$ cat config.mk
export PLATFORM = sky130hd
export DESIGN_NAME = alu_cmd_sequencer
export DESIGN_NICKNAME = d
export VERILOG_FILES = /design/src/rtl/alu_cmd_sequencer.sv
export SDC_FILE = /design/constraint.sdc
export NUM_CORES = 1
export LEC_CHECK = 0
export ABC_CLOCK_PERIOD_IN_PS = 7000
export CORE_UTILIZATION = 50
export CTS_BUF_LIST = sky130_fd_sc_hd__clkbuf_8
export CTS_CLUSTER_DIAMETER = 120
export DETAILED_ROUTE_END_ITERATION = 8
export PLACE_DENSITY = 0.83
export REMOVE_ABC_BUFFERS = 1
export SYNTH_ARGS = -nofsm -noshare
export SYNTH_HDL_FRONTEND = slang
export SYNTH_SLANG_ARGS = --single-unit
$ cat constraint.sdc
create_clock -name clk -period 7 [get_ports clk]
set_clock_uncertainty 0.15 [all_clocks]
set_input_delay 1.05 -clock clk [delete_from_list [all_inputs] [get_ports clk]]
set_output_delay 1.05 -clock clk [all_outputs]
set_load 0.01 [all_outputs]
$ cat src/rtl/alu_cmd_sequencer.sv
// rtl/alu_cmd_sequencer.sv - command FIFO and issue sequencer in front of the 32-bit ALU
module alu_cmd_sequencer #(
    parameter int DEPTH = 4
) (
    input  logic                     clk,
    input  logic                     rst,
    input  logic                     cmd_valid,
    output logic                     cmd_ready,
    input  logic [3:0]               cmd_opcode,
    input  logic [31:0]              cmd_operand,
    output logic                     rsp_valid,
    input  logic                     rsp_ready,
    output logic [31:0]              rsp_result,
    output logic [1:0]               rsp_error,
    output logic [3:0]               alu_opcode,
    output logic [31:0]              alu_operand,
    input  logic [31:0]              alu_result,
    input  logic [1:0]               alu_error,
    output logic                     busy,
    output logic                     halted,
    input  logic                     clear_err,
    output logic [$clog2(DEPTH):0]   fifo_count
);

    localparam int AW = $clog2(DEPTH);
    localparam int CW = AW + 1;
    localparam logic [CW-1:0] FULL_COUNT = CW'(DEPTH);
    localparam logic [3:0] OP_RESET    = 4'b1100;
    localparam logic [3:0] OP_FEEDBACK = 4'b1110;

    typedef enum logic [2:0] {
        IDLE,
        ISSUE,
        RESPOND,
        HALT,
        CLEAR
    } state_t;

    state_t          state;
    state_t          nextState;

    logic [3:0]      memOpcode  [DEPTH];
    logic [31:0]     memOperand [DEPTH];
    logic [AW-1:0]   wrPtr;
    logic [AW-1:0]   rdPtr;
    logic [CW-1:0]   count;
    logic            doPush;
    logic            doPop;

    // Acceptance never credits a same-cycle pop and is closed while halted or clearing.
    assign cmd_ready  = !rst && (count < FULL_COUNT) && (state != HALT) && (state != CLEAR);
    assign doPush     = cmd_valid && cmd_ready;
    assign doPop      = (state == ISSUE);
    assign rsp_valid  = (state == RESPOND);
    assign halted     = (state == HALT);
    assign busy       = (count != '0) || (state != IDLE);
    assign fifo_count = count;

    // State register.
    always_ff @(posedge clk) begin
        if (rst) begin
            state <= IDLE;
        end else begin
            state <= nextState;
        end
    end

    // Next-state logic and ALU drive; the ALU holds its accumulator unless issuing or clearing.
    always_comb begin
        nextState   = state;
        alu_opcode  = OP_FEEDBACK;
        alu_operand = '0;
        case (state)
            IDLE: begin
                if (count != '0) nextState = ISSUE;
            end
            ISSUE: begin
                alu_opcode  = memOpcode[rdPtr];
                alu_operand = memOperand[rdPtr];
                nextState   = RESPOND;
            end
            RESPOND: begin
                if (rsp_ready) begin
                    if (rsp_error != 2'b00)  nextState = HALT;
                    else if (count != '0)    nextState = ISSUE;
                    else                     nextState = IDLE;
                end
            end
            HALT: begin
                if (clear_err) nextState = CLEAR;
            end
            CLEAR: begin
                alu_opcode = OP_RESET;
                nextState  = IDLE;
            end
            default: nextState = IDLE;
        endcase
        if (rst) begin
            alu_opcode  = OP_RESET;
            alu_operand = '0;
        end
    end

    // Command storage; contents are don't-care until written, so no reset is needed.
    always_ff @(posedge clk) begin
        if (doPush) begin
            memOpcode[wrPtr]  <= cmd_opcode;
            memOperand[wrPtr] <= cmd_operand;
        end
    end

    // FIFO pointers/count and response capture at the close of ISSUE.
    always_ff @(posedge clk) begin
        if (rst) begin
            wrPtr      <= '0;
            rdPtr      <= '0;
            count      <= '0;
            rsp_result <= '0;
            rsp_error  <= 2'b00;
        end else begin
            if (state == CLEAR) begin
                wrPtr <= '0;
                rdPtr <= '0;
                count <= '0;
            end else begin
                if (doPush) wrPtr <= wrPtr + AW'(1);
                if (doPop)  rdPtr <= rdPtr + AW'(1);
                case ({doPush, doPop})
                    2'b10:   count <= count + CW'(1);
                    2'b01:   count <= count - CW'(1);
                    default: count <= count;
                endcase
            end
            if (state == ISSUE) begin
                rsp_result <= alu_result;
                rsp_error  <= alu_error;
            end
        end
    end

endmodule

Word level (Yosys, flattened, before mapping):

Memory sizes are Yosys's and may differ from the RTL's. A register that Yosys moved wholly into a read port is not among the register bits.
Index checks and enable logic that the tools add are counted.

* bits of input ports: 75
* register bits: 44
* RAM bits: 144
* memories kept: 2
* word-level logic and storage cells: 54

Memories
* memOperand: depth 4, bits a word 32, rd ports 1, clocked after Yosys merged registers in 1, wr ports 1, RTL line 43 `logic [31:0] memOperand [DEPTH];`
* memOpcode: depth 4, bits a word 4, rd ports 1, clocked after Yosys merged registers in 1, wr ports 1, RTL line 42 `logic [3:0] memOpcode [DEPTH];`

* equality and inequality tests: 11
* $lt $le $gt $ge: 1
* $add $sub $neg: 4
* mux-type cells: 17
* reductions and logical operators: 13

Operators with widths (number)
* $mux W32: 2
* $pmux W3 S4: 1
* $mux W2: 5
* $mux W3: 3
* $pmux W4 S2: 1
* $eq A3 B2 Y1 const B: 2
* $pmux W3 S2: 1
* $reduce_bool A3 Y1: 2
* $add A2 B1 Y2 const B: 2
* $logic_and A1 B1 Y1: 4
* $mux W4: 1
* $ne A2 B1 Y1 const B: 2
* $reduce_bool A2 Y1: 2
* $add A3 B1 Y3 const B: 1
* $eq A3 B1 Y1 const B: 1
* $eq A3 B3 Y1 const B: 1
* $logic_not A3 Y1: 1
* $lt A3 B3 Y1 const B: 1
* $mux W1: 3
* $ne A3 B2 Y1 const B: 1
* $ne A3 B3 Y1 const B: 1
* $reduce_and A3 Y1: 1
* $sub A3 B1 Y3 const B: 1
* $eq A2 B1 Y1 const B: 1
* 5 further kinds: 5

Depth between registers and ports, before layout:

Gate-level depths: netlist of run 1.

* word-level depth: 7
* depth in mapped cells: 9

Worst setup path before layout of run 1:

No wires, ideal clock.

* kind: input port to flip-flop
* start: in cmd_valid
* end: mem memOpcode[0][0] (enable)
* slack: 3.969 ns
* path buffers: 0
* cell stages on the path: 3
* arrival time: 2.484 ns
* data required time: 6.453 ns
* setup time: 0.397 ns
* cells stage by stage: nand2b_1 a2111oi_4 and2_1

* cells in the longest elaborated chain, start to end: 3

Ends and longest elaborated chain
* from (decl): RTL line 7 `input logic cmd_valid,`
* $logic_and A1 B1 Y1: RTL line 52 `assign doPush = cmd_valid && cmd_ready;`
* $mux W1: RTL line 106 `if (doPush) begin`
* $mux W1 (implied by the code): RTL line 107 `memOpcode[wrPtr] <= cmd_opcode;`
* to (decl): RTL line 42

Every way passes these cells.

Worst setup path in the final report of run 1:

* start: in rst
* end: out alu_operand[23]

* cells in the longest elaborated chain, start to end: 1

Ends and longest elaborated chain
* from (decl): RTL line 6 `input logic rst,`
* $mux W32: RTL line 98 `if (rst) begin`
* to (decl): RTL line 16 `output logic [31:0] alu_operand,`

Every way passes these cells.

==> flow_summary_export.csv, run 1 <==
group,metric,value,unit
power_and_ir_drop,p_int,0.00189,W
critical_path,start_kind,"input port",
global_route,grt_usage,20.5,%
critical_path,critPathRequiredTime,5.80,ns
global_route,grt_max_degree,43,
critical_path,crit_top_cell,"clkdlybuf4s50_1",
critical_path,critical-path-slowest-cell,"clkdlybuf4s50_1",
yosys,ys_dominant_reg_cell,"edfxtp_1",
sta,finalSetupViolations,0,
power_and_ir_drop,combPwrFrac,22.8,%
critical_path,slowest_delay,0.50,ns
critical_path,crit_chain,"clkdlybuf4s50_1, buf_4, nand2b_4, nor2b_1, clkdlybuf4s50_1",
global_route,grt_pass1_wl,22.3,mm
clock_tree,cts_made_buffers,17,
placed_design,hpwl,9.11,mm
power_and_ir_drop,switching_power,0.000698,W
final_layout,layout-drive-gt1-share,12.8,%
die,start_util,51.8,%
sta,max_slew_margin,33.0,%
sta,setup_ws,2.80,ns
final_layout,num-fill-cells,968,
clock_tree,cts_hold_buf,0,
global_route,overflow,0,
sta,rsz0062_at_grt,"false",
critical_path,crit_path_end_kind,"output pin",
flow_run,max_cap_viol_count,0,
critical_path,worst-path-max-fanout,42,
die,fp.dieH,123,um
critical_path,arrival,3.00,ns
route,antenna_left,0,
final_layout,syn2layout_area_growth,27.5,%
route,vias,4242,
sta,hold_viol,0,
clock_tree,cts_setup_buffers,0,
final_layout,utilization,66.0,%
placed_design,gp_congestion,0.720,
yosys,synth_enable_flop_cells,144,
die,core_area,14000,um2
route,drt_first_iter_violations,336,
placed_design,place_area,8910,um2
clock_tree,cts.sink_count,190,
route,wl_per_cell,18.2,um
route,drc_errors,0,
placed_design,numPortBuffers,151,
critical_path,crit_type,"in -> out",
power_and_ir_drop,pwr-share-clk,25.0,%
sta,setup_tns,0,ns
yosys,synthArstFlopShare,0,%
sta,fmax,238,MHz
final_layout,final_area,9270,um2
yosys,syn_avg_cell_area,16.2,um2
yosys,synth_area,7270,um2
sta,fin_crit,4.20,ns
die,row_count,43,
yosys,syn_inst,448,
clock_tree,clock-root-buffer,"clkbuf_8",
final_layout,num_antenna_cells,0,
final_layout,nets,677,
worst_hold_path,min_path_type,"reg -> reg",
placed_design,place_ws,2.78,ns
sta,fin_crit_sh,60.0,%
clock_tree,clk_pin_slew_worst_paths,0.09,ns
yosys,synth-seq-cells,190,
power_and_ir_drop,power-per-cell-area,280,nW/um2
yosys,yosysUniqueCellTypes,36,
run_status,status,"completed",
clock_tree,cts_resized,0,
clock_tree,cts_tree,"done",
yosys,yosys_warnings,0,
route,dr.pass1.iters,4,
sta,worst_slew_pin_slew,1.01,ns
die,die-area,15000,um2
power_and_ir_drop,power_leakage,2.96,nW
route,drt_wl_total,14.4,mm
sta,slew_violations,0,
die,die_x,123,um
die,io_pins,152,
route,via_per_inst,5.38,
global_route,grt_pass1_vias,4447,
global_route,grt_antenna_before_repair,0,
yosys,yosysSeqAreaShare,72.2,%
power_and_ir_drop,sw_frac_of_total,26.9,%
power_and_ir_drop,peakVddDrop,138,uV
clock_tree,ctsHtreeMaxLevel,4,
clock_tree,cts_buffer_depth,2,
clock_tree,clock_latency,0.44,ns
power_and_ir_drop,p_seq_share,52.3,%
## worst max-delay path: cells and delay by family
kind                   cells  cell delay, ns
buffers and inverters      3            1.33
AND/OR/NAND/NOR            2            0.58
## kinds of logic after synthesis
family / Yosys count / synth area share, %
multiplexers: 37 / 11.3
adder cells (fa/ha/maj): 6 / 1.14
flip-flops: 190 / 72.2
XOR/XNOR: 2 / 0.241
AO/OA/AOI/OAI: 51 / 4.04
buffers and inverters: 31 / 2.15
AND/OR/NAND/NOR: 131 / 8.98
## through the flow
step,hold slack [ns],instances,power [W]
6_report,0.309,789,0.00259
5_1_grt,0.326,789,0.00272
3_5_place_dp,0.296,757,0.00198
2_1_floorplan,0.304,423,0.00169
4_1_cts,0.308,789,0.00262
3_3_place_gp,0.291,757,0.00195
## cell type report
class                      count  area [um2]  area share (%)
sequential                   190        5250            56.6
multi-input combinational    227        1870            20.2
timing repair buffer         154        1530            16.6
clock buffer                  17         234            2.52
tap                          180         225            2.43
clock inverter                15         125            1.35
inverter                       6        27.5           0.297
## worst paths after layout
| path | start | end | slack [ns] | cells after the start |
|---|---|---|---|---|
| min | rsp_result[19] | rsp_result[19] | 0.31 | 2 |
| max | rst | alu_operand[23] | 2.80 | 5 |
| max reg2reg | state[2] | fifo_count[2] | 4.29 | 8 |
| min reg2reg | rsp_result[19] | rsp_result[19] | 0.31 | 2 |
## cell usage after synthesis, types with 2 or more instances
| library cell | n | area share [%] |
|---|---|---|
| and2_1 | 4 | 0.34 |
| clkbuf_1 | 10 | 0.52 |
| or3_1 | 6 | 0.52 |
| buf_2 | 9 | 0.62 |
| nor2b_1 | 34 | 2.9 |
| nand2_1 | 70 | 3.6 |
| and3b_1 | 3 | 0.36 |
| a21oi_1 | 41 | 2.8 |
| nor2_1 | 5 | 0.26 |
| or3b_1 | 2 | 0.24 |
| nor3_1 | 2 | 0.14 |
| edfxtp_1 | 144 | 59 |
| buf_4 | 4 | 0.41 |
| ha_1 | 5 | 0.86 |
| inv_1 | 5 | 0.26 |
| dfxtp_1 | 46 | 13 |
| o21ai_0 | 4 | 0.28 |
| mux4_2 | 36 | 11 |
## cells in the final DEF, fill, tap and decap left out, types with 2 or more instances in the layout
cell and count:
a21oi_1 41, and2_2 4, and3b_1 3, buf_4 3, clkbuf_8 17, clkdlybuf4s50_1 151
clkinv_1 2, clkinv_4 3, clkinvlp_4 7, dfxtp_1 44, dfxtp_2 2, edfxtp_1 144
ha_1 5, inv_1 6, mux4_2 36, nand2_1 70, nor2_1 5, nor2b_1 34
nor3_1 2, o21ai_0 4, or3_1 6, or3b_1 2
## flip-flops by register name, indices dropped and copies added (netlist names), named ones only
| name | flops |
|---|---|
| memOpcode | 16 |
| rdPtr | 2 |
| wrPtr | 2 |
| fifo_count | 3 |
| rsp_result | 32 |
| rsp_error | 2 |
| state | 3 |
| memOperand | 128 |
## power by group through the flow
stage	Sequential [W]	Combinational (W)	Clock [W]
2_1_floorplan	0.00141	0.000285	0
3_3_place_gp	0.00137	0.000580	0
3_5_place_dp	0.00138	0.000597	0
4_1_cts	0.00135	0.000601	0.000662
5_1_grt	0.00136	0.000643	0.000711
6_report	0.00135	0.000590	0.000647
## layer usage
layer | vias up | GRT usage [%] | routed length [um]
met1 | 2113 | 23.7 | 5700
met2 | 158 | 34.8 | 7470
li1 | 1963 | - | -
met3 | 8 | 7.95 | 1120
met5 | - | 0 | 0
met4 | 0 | 6.78 | 102
Power figures use the tool's default switching activity.
==> run 2: changes to the inputs <==
- ABC_CLOCK_PERIOD_IN_PS: 7000 -> 3900
- clock period: 7 -> 3.9 ns (I/O delays scaled with it)
==> run 2 against run 1 <==
Net effect: final area rose by 0.34%; combinational power grew 81%; critical path depth is the same; global-route usage shrank 0.72 points; largest power group unchanged; clock-buffer cell count unchanged; critical path type is now reg -> out; sequential power is 80% higher; power up 78%; flip-flop and latch count did not move; highest routed layer unchanged; cell count is 0.63% higher; via count up 0.68%; utilization grew 0.22 points; clock power is 72% higher.
==> flow_summary_export.csv, run 2 (synthesis gave the netlist of run 1 again) <==
group,metric,value,unit
run_status,status,"completed",
sta,slew_violations,0,
clock_tree,cts_resized,0,
clock_tree,clock_latency,0.44,ns
route,drc_errors,0,
final_layout,layout_commonest_cell,"clkdlybuf4s50_1",
clock_tree,cts_buffer_depth,2,
die,fp.dieH,123,um
die,core_area,14000,um2
critical_path,worst-path-max-fanout,37,
sta,finalSetupViolations,0,
route,drt_wl_total,14.1,mm
critical_path,start_kind,"register",
critical_path,crit_path_start,"state[0]",
placed_design,place_ws,0.730,ns
worst_hold_path,min-delay-start,"rsp_result[2]",
final_layout,num-fill-cells,943,
power_and_ir_drop,power_leakage,3.00,nW
die,io_pins,152,
clock_tree,ctsHtreeMaxLevel,4,
sta,fmax,291,MHz
critical_path,timing.rr.start,"state[2]",
sta,worst_slew_pin_slew,0.551,ns
final_layout,utilization,66.2,%
power_and_ir_drop,power-per-cell-area,496,nW/um2
sta,setup_tns,0,ns
global_route,grt_pass1_vias,4345,
clock_tree,clk_pin_slew_worst_paths,0.09,ns
worst_hold_path,min_path_type,"reg -> reg",
critical_path,crit_type,"reg -> out",
die,die_x,123,um
route,antenna_left,0,
final_layout,largestRegisters,"memOperand (128), rsp_result (32), memOpcode (16)",
global_route,grt_max_degree,41,
critical_path,slowest_delay,0.57,ns
clock_tree,cts.sink_count,190,
critical_path,crit_path_end_kind,"output pin",
power_and_ir_drop,peakVddDrop,307,uV
critical_path,cp_num_buf_inv,2,
clock_tree,cts_tree,"done",
sta,hold_viol,0,
final_layout,syn2layout_area_growth,27.9,%
global_route,grt_usage,19.8,%
critical_path,crit_chain,"or3b_1, clkinv_4, nand2b_4, nor2b_1, clkdlybuf4s50_1",
final_layout,top_register,"memOperand",
final_layout,layout-drive-gt1-share,12.9,%
route,vias,4271,
die,start_util,51.8,%
sta,rsz0062_at_grt,"false",
flow_run,max_cap_viol_count,0,
placed_design,hpwl,8.91,mm
route,dr.pass1.iters,4,
final_layout,nets,682,
global_route,grt_antenna_before_repair,0,
sta,setup_ws,0.460,ns
global_route,overflow,0,
critical_path,critical-path-slowest-cell,"clkdlybuf4s50_1",
route,drt_first_iter_violations,252,
global_route,grt_pass1_wl,21.5,mm
clock_tree,cts_hold_buf,0,
placed_design,numPortBuffers,151,
die,die-area,15000,um2
route,via_per_inst,5.38,
placed_design,gp_congestion,0.767,
critical_path,critPathRequiredTime,3.16,ns
sta,fin_crit_sh,88.2,%
sta,fin_crit,3.44,ns
critical_path,arrival,2.70,ns
final_layout,num_antenna_cells,0,
clock_tree,clock-root-buffer,"clkbuf_8",
clock_tree,cts_made_buffers,17,
route,wl_per_cell,17.8,um
critical_path,r2r_slack,1.25,ns
final_layout,largest_reg_flops,128,
critical_path,cpLargestDelayFamily,"simple AND/OR/NAND/NOR gates",
clock_tree,cts_setup_buffers,0,
final_layout,final_cell_mix,"clkdlybuf4s50_1, edfxtp_1, nand2_1",
sta,max_slew_margin,63.3,%
die,row_count,43,
-- run 2: cell count changes in the layout (fill, tap and decap cells not counted) --
cell,previous run,this run
inv_1,6,7
clkinv_1,2,5
clkinv_4,3,2
buf_4,3,7
clkinvlp_4,7,3
clkinv_2,1,2
buf_12,0,1
-- run 2: layer usage --
layer / up-vias / share of wire, % / global-route usage, %
met1: 2117 / 40 / 23.1
met3: 10 / 9.1 / 8.13
met4: 0 / 0.78 / 6.02
met5: - / 0 / 0
met2: 169 / 50 / 33.2
li1: 1975 / - / -
-- run 2: report_power, final --
part | switching [W] | internal [W]
logic | 0.000500 | 0.000572
registers | 0.0000939 | 0.00233
clock network | 0.000624 | 0.000489
-- run 2: path summary, 6_finish.rpt --
path                    endpoint  depth (start not counted)
hold / removal     rsp_result[2]                          2
setup reg to reg   fifo_count[2]                          8
setup / recovery  alu_operand[1]                          5
hold reg to reg    rsp_result[2]                          2
-- run 2: area by class of cell --
| type | count | area [um2] | area share [%] |
|---|---|---|---|
| clock buffers | 17 | 234 | 2.52 |
| clock inverters | 15 | 106 | 1.14 |
| inverters | 6 | 27.5 | 0.296 |
| multi-input cells | 227 | 1870 | 20.1 |
| flip-flops and latches | 190 | 5250 | 56.4 |
| well taps | 180 | 225 | 2.42 |
| repair buffers | 159 | 1580 | 17.0 |
-- run 2: worst min-delay path: cells and delay by family, from the launching register on --
kind / cells / cell delay, ns
AO/OA/AOI/OAI: 1 / 0.05
flip-flops: 1 / 0.31
AND/OR/NAND/NOR: 1 / 0.05
-- run 2: metrics by stage --
step                      instance area (um2)  instances  hold WS (ns)  power (W)
final                                    9300        794         0.305    0.00461
after floorplan                          7140        423         0.304    0.00304
after global placement                   8960        762         0.291    0.00352
after CTS                                9300        794         0.308    0.00467
after detailed placement                 8960        762         0.298    0.00356
after global routing                     9300        794         0.326    0.00483
==> run 3: changes to the inputs <==
- CORE_ASPECT_RATIO: unset -> 0.9
==> run 3 against run 2 <==
Net effect: cell count is 1.9% higher; critical path depth is the same; global-route usage increased by 0.15 points; sequential power about the same; worst setup slack better by 0.00095 ns; non-clock buffer count grew 1; via count is 1.2% lower; clock-buffer cell count rose by 2; utilization increased by 0.40 points; routed wire length up 2.2%; critical endpoint is now alu_operand[30]; largest cell class unchanged; highest routed layer unchanged.
==> flow_summary_export.csv, run 3 (synthesis gave the netlist of run 1 again) <==
group,metric,value,unit
critical_path,slowest_delay,0.57,ns
global_route,grt_antenna_before_repair,1,
clock_tree,clk_pin_slew_worst_paths,0.09,ns
final_layout,layout-drive-gt1-share,13.7,%
critical_path,arrival,2.70,ns
final_layout,syn2layout_area_growth,29.3,%
clock_tree,cts_setup_buffers,0,
critical_path,r2r_slack,1.28,ns
sta,finalSetupViolations,0,
final_layout,final_cell_mix,"clkdlybuf4s50_1, edfxtp_1, nand2_1",
power_and_ir_drop,peakVddDrop,393,uV
sta,max_slew_margin,56.6,%
power_and_ir_drop,switching_power,0.00125,W
clock_tree,cts_tree,"done",
power_and_ir_drop,p_seq_share,52.1,%
clock_tree,cts_buffer_depth,2,
power_and_ir_drop,combPwrFrac,22.7,%
route,drt_wl_total,14.4,mm
critical_path,crit_path_end_kind,"output pin",
global_route,grt_usage,19.9,%
power_and_ir_drop,p_int,0.00345,W
critical_path,critical-path-slowest-cell,"clkdlybuf4s50_1",
die,fp.dieH,116,um
global_route,overflow,0,
sta,rsz0062_at_grt,"false",
placed_design,hpwl,9.76,mm
route,drc_errors,0,
global_route,grt_max_degree,41,
sta,fin_crit,3.44,ns
worst_hold_path,hold_depth,2,
final_layout,utilization,66.6,%
sta,fmax,291,MHz
global_route,grt_pass1_wl,21.9,mm
final_layout,layout_commonest_cell,"clkdlybuf4s50_1",
final_layout,largest_reg_flops,128,
sta,fin_crit_sh,88.2,%
route,drt_first_iter_violations,248,
critical_path,timing.rr.start,"state[2]",
placed_design,numPortBuffers,151,
critical_path,crit_type,"reg -> out",
die,row_count,41,
power_and_ir_drop,power_leakage,3.03,nW
sta,hold_viol,0,
clock_tree,clock_latency,0.44,ns
worst_hold_path,hold_end,"rsp_result[24]",
flow_run,max_cap_viol_count,0,
global_route,grt_pass1_vias,4223,
clock_tree,clock-root-buffer,"clkbuf_8",
critical_path,rr_worst_depth,8,
critical_path,r2r_end,"fifo_count[2]",
critical_path,start_kind,"register",
critical_path,worst-path-max-fanout,37,
sta,slew_violations,0,
run_status,status,"completed",
final_layout,largestRegisters,"memOperand (128), rsp_result (32), memOpcode (16)",
route,dr.pass1.iters,4,
route,wl_per_cell,17.8,um
final_layout,top_register,"memOperand",
power_and_ir_drop,power-per-cell-area,500,nW/um2
route,via_per_inst,5.22,
die,die_x,129,um
clock_tree,ctsHtreeMaxLevel,4,
critical_path,critPathRequiredTime,3.16,ns
clock_tree,cts_made_buffers,17,
sta,worst_slew_pin_slew,0.650,ns
clock_tree,cts.sink_count,190,
route,vias,4221,
die,start_util,51.5,%
worst_hold_path,min_path_type,"reg -> reg",
power_and_ir_drop,pwr-share-clk,25.2,%
die,die-area,15000,um2
critical_path,crit_chain,"or3b_1, clkinv_4, nand2b_4, nor2b_1, clkdlybuf4s50_1",
clock_tree,cts_hold_buf,0,
die,io_pins,152,
sta,setup_tns,0,ns
final_layout,nets,683,
worst_hold_path,min-delay-start,"rsp_result[24]",
die,core_area,14100,um2
route,antenna_left,0,
placed_design,gp_congestion,0.781,
clock_tree,cts_resized,0,
power_and_ir_drop,sw_frac_of_total,26.6,%
run 3: layout make-up:
cell class                 instances  area [um2]
antenna                            1        2.50
fill                             945        4710
clock inverter                    13         101
tap                              193         241
multi-input combinational        227        1870
clock buffer                      19         262
timing repair buffer             160        1640
sequential                       190        5250
inverter                           6        27.5
run 3: power groups by stage:
stage	logic [W]	clock network, W	registers (W)
detailed placement	0.00107	0	0.00250
floorplan	0.000512	0	0.00253
global placement	0.00104	0	0.00248
global route	0.00115	0.00128	0.00247
CTS	0.00108	0.00120	0.00245
finish	0.00107	0.00118	0.00245
run 3: worst max-delay path by stage:
stage / endpoint / slack (ns) / from / depth (start not counted)
floorplan: alu_opcode[2] / 0.56 / register / 2
global placement: fifo_count[2] / 0.82 / cmd_valid / 9
detailed placement: fifo_count[2] / 0.76 / cmd_valid / 9
CTS: alu_operand[29] / 0.36 / register / 4
global route: alu_operand[23] / 0.25 / register / 4
finish: alu_operand[30] / 0.46 / state[0] / 5
run 3: critical path, delay by kind of cell, from the launching register on:
kind,cells,cell delay [ns]
buffers and inverters,2,0.81
DFF,1,0.45
and+or+nand+nor,3,1.00
run 3: metrics by stage:
stage / setup slack, ns / hold WS (ns) / power, W / std cells / area [um2]
after global routing: 0.251 / 0.334 / 0.00490 / 808 / 9390
final: 0.461 / 0.309 / 0.00470 / 809 / 9400
after global placement: 0.816 / 0.292 / 0.00352 / 776 / 9030
after floorplan: 0.563 / 0.304 / 0.00304 / 423 / 7140
after CTS: 0.361 / 0.310 / 0.00473 / 808 / 9390
after detailed placement: 0.757 / 0.299 / 0.00357 / 776 / 9030
run 3: per-layer routing:
layer	track usage, %	share of wire [%]
met3	5.18	4.7
met4	6.90	1.7
met1	24.6	40
met5	0	0
met2	34.2	54
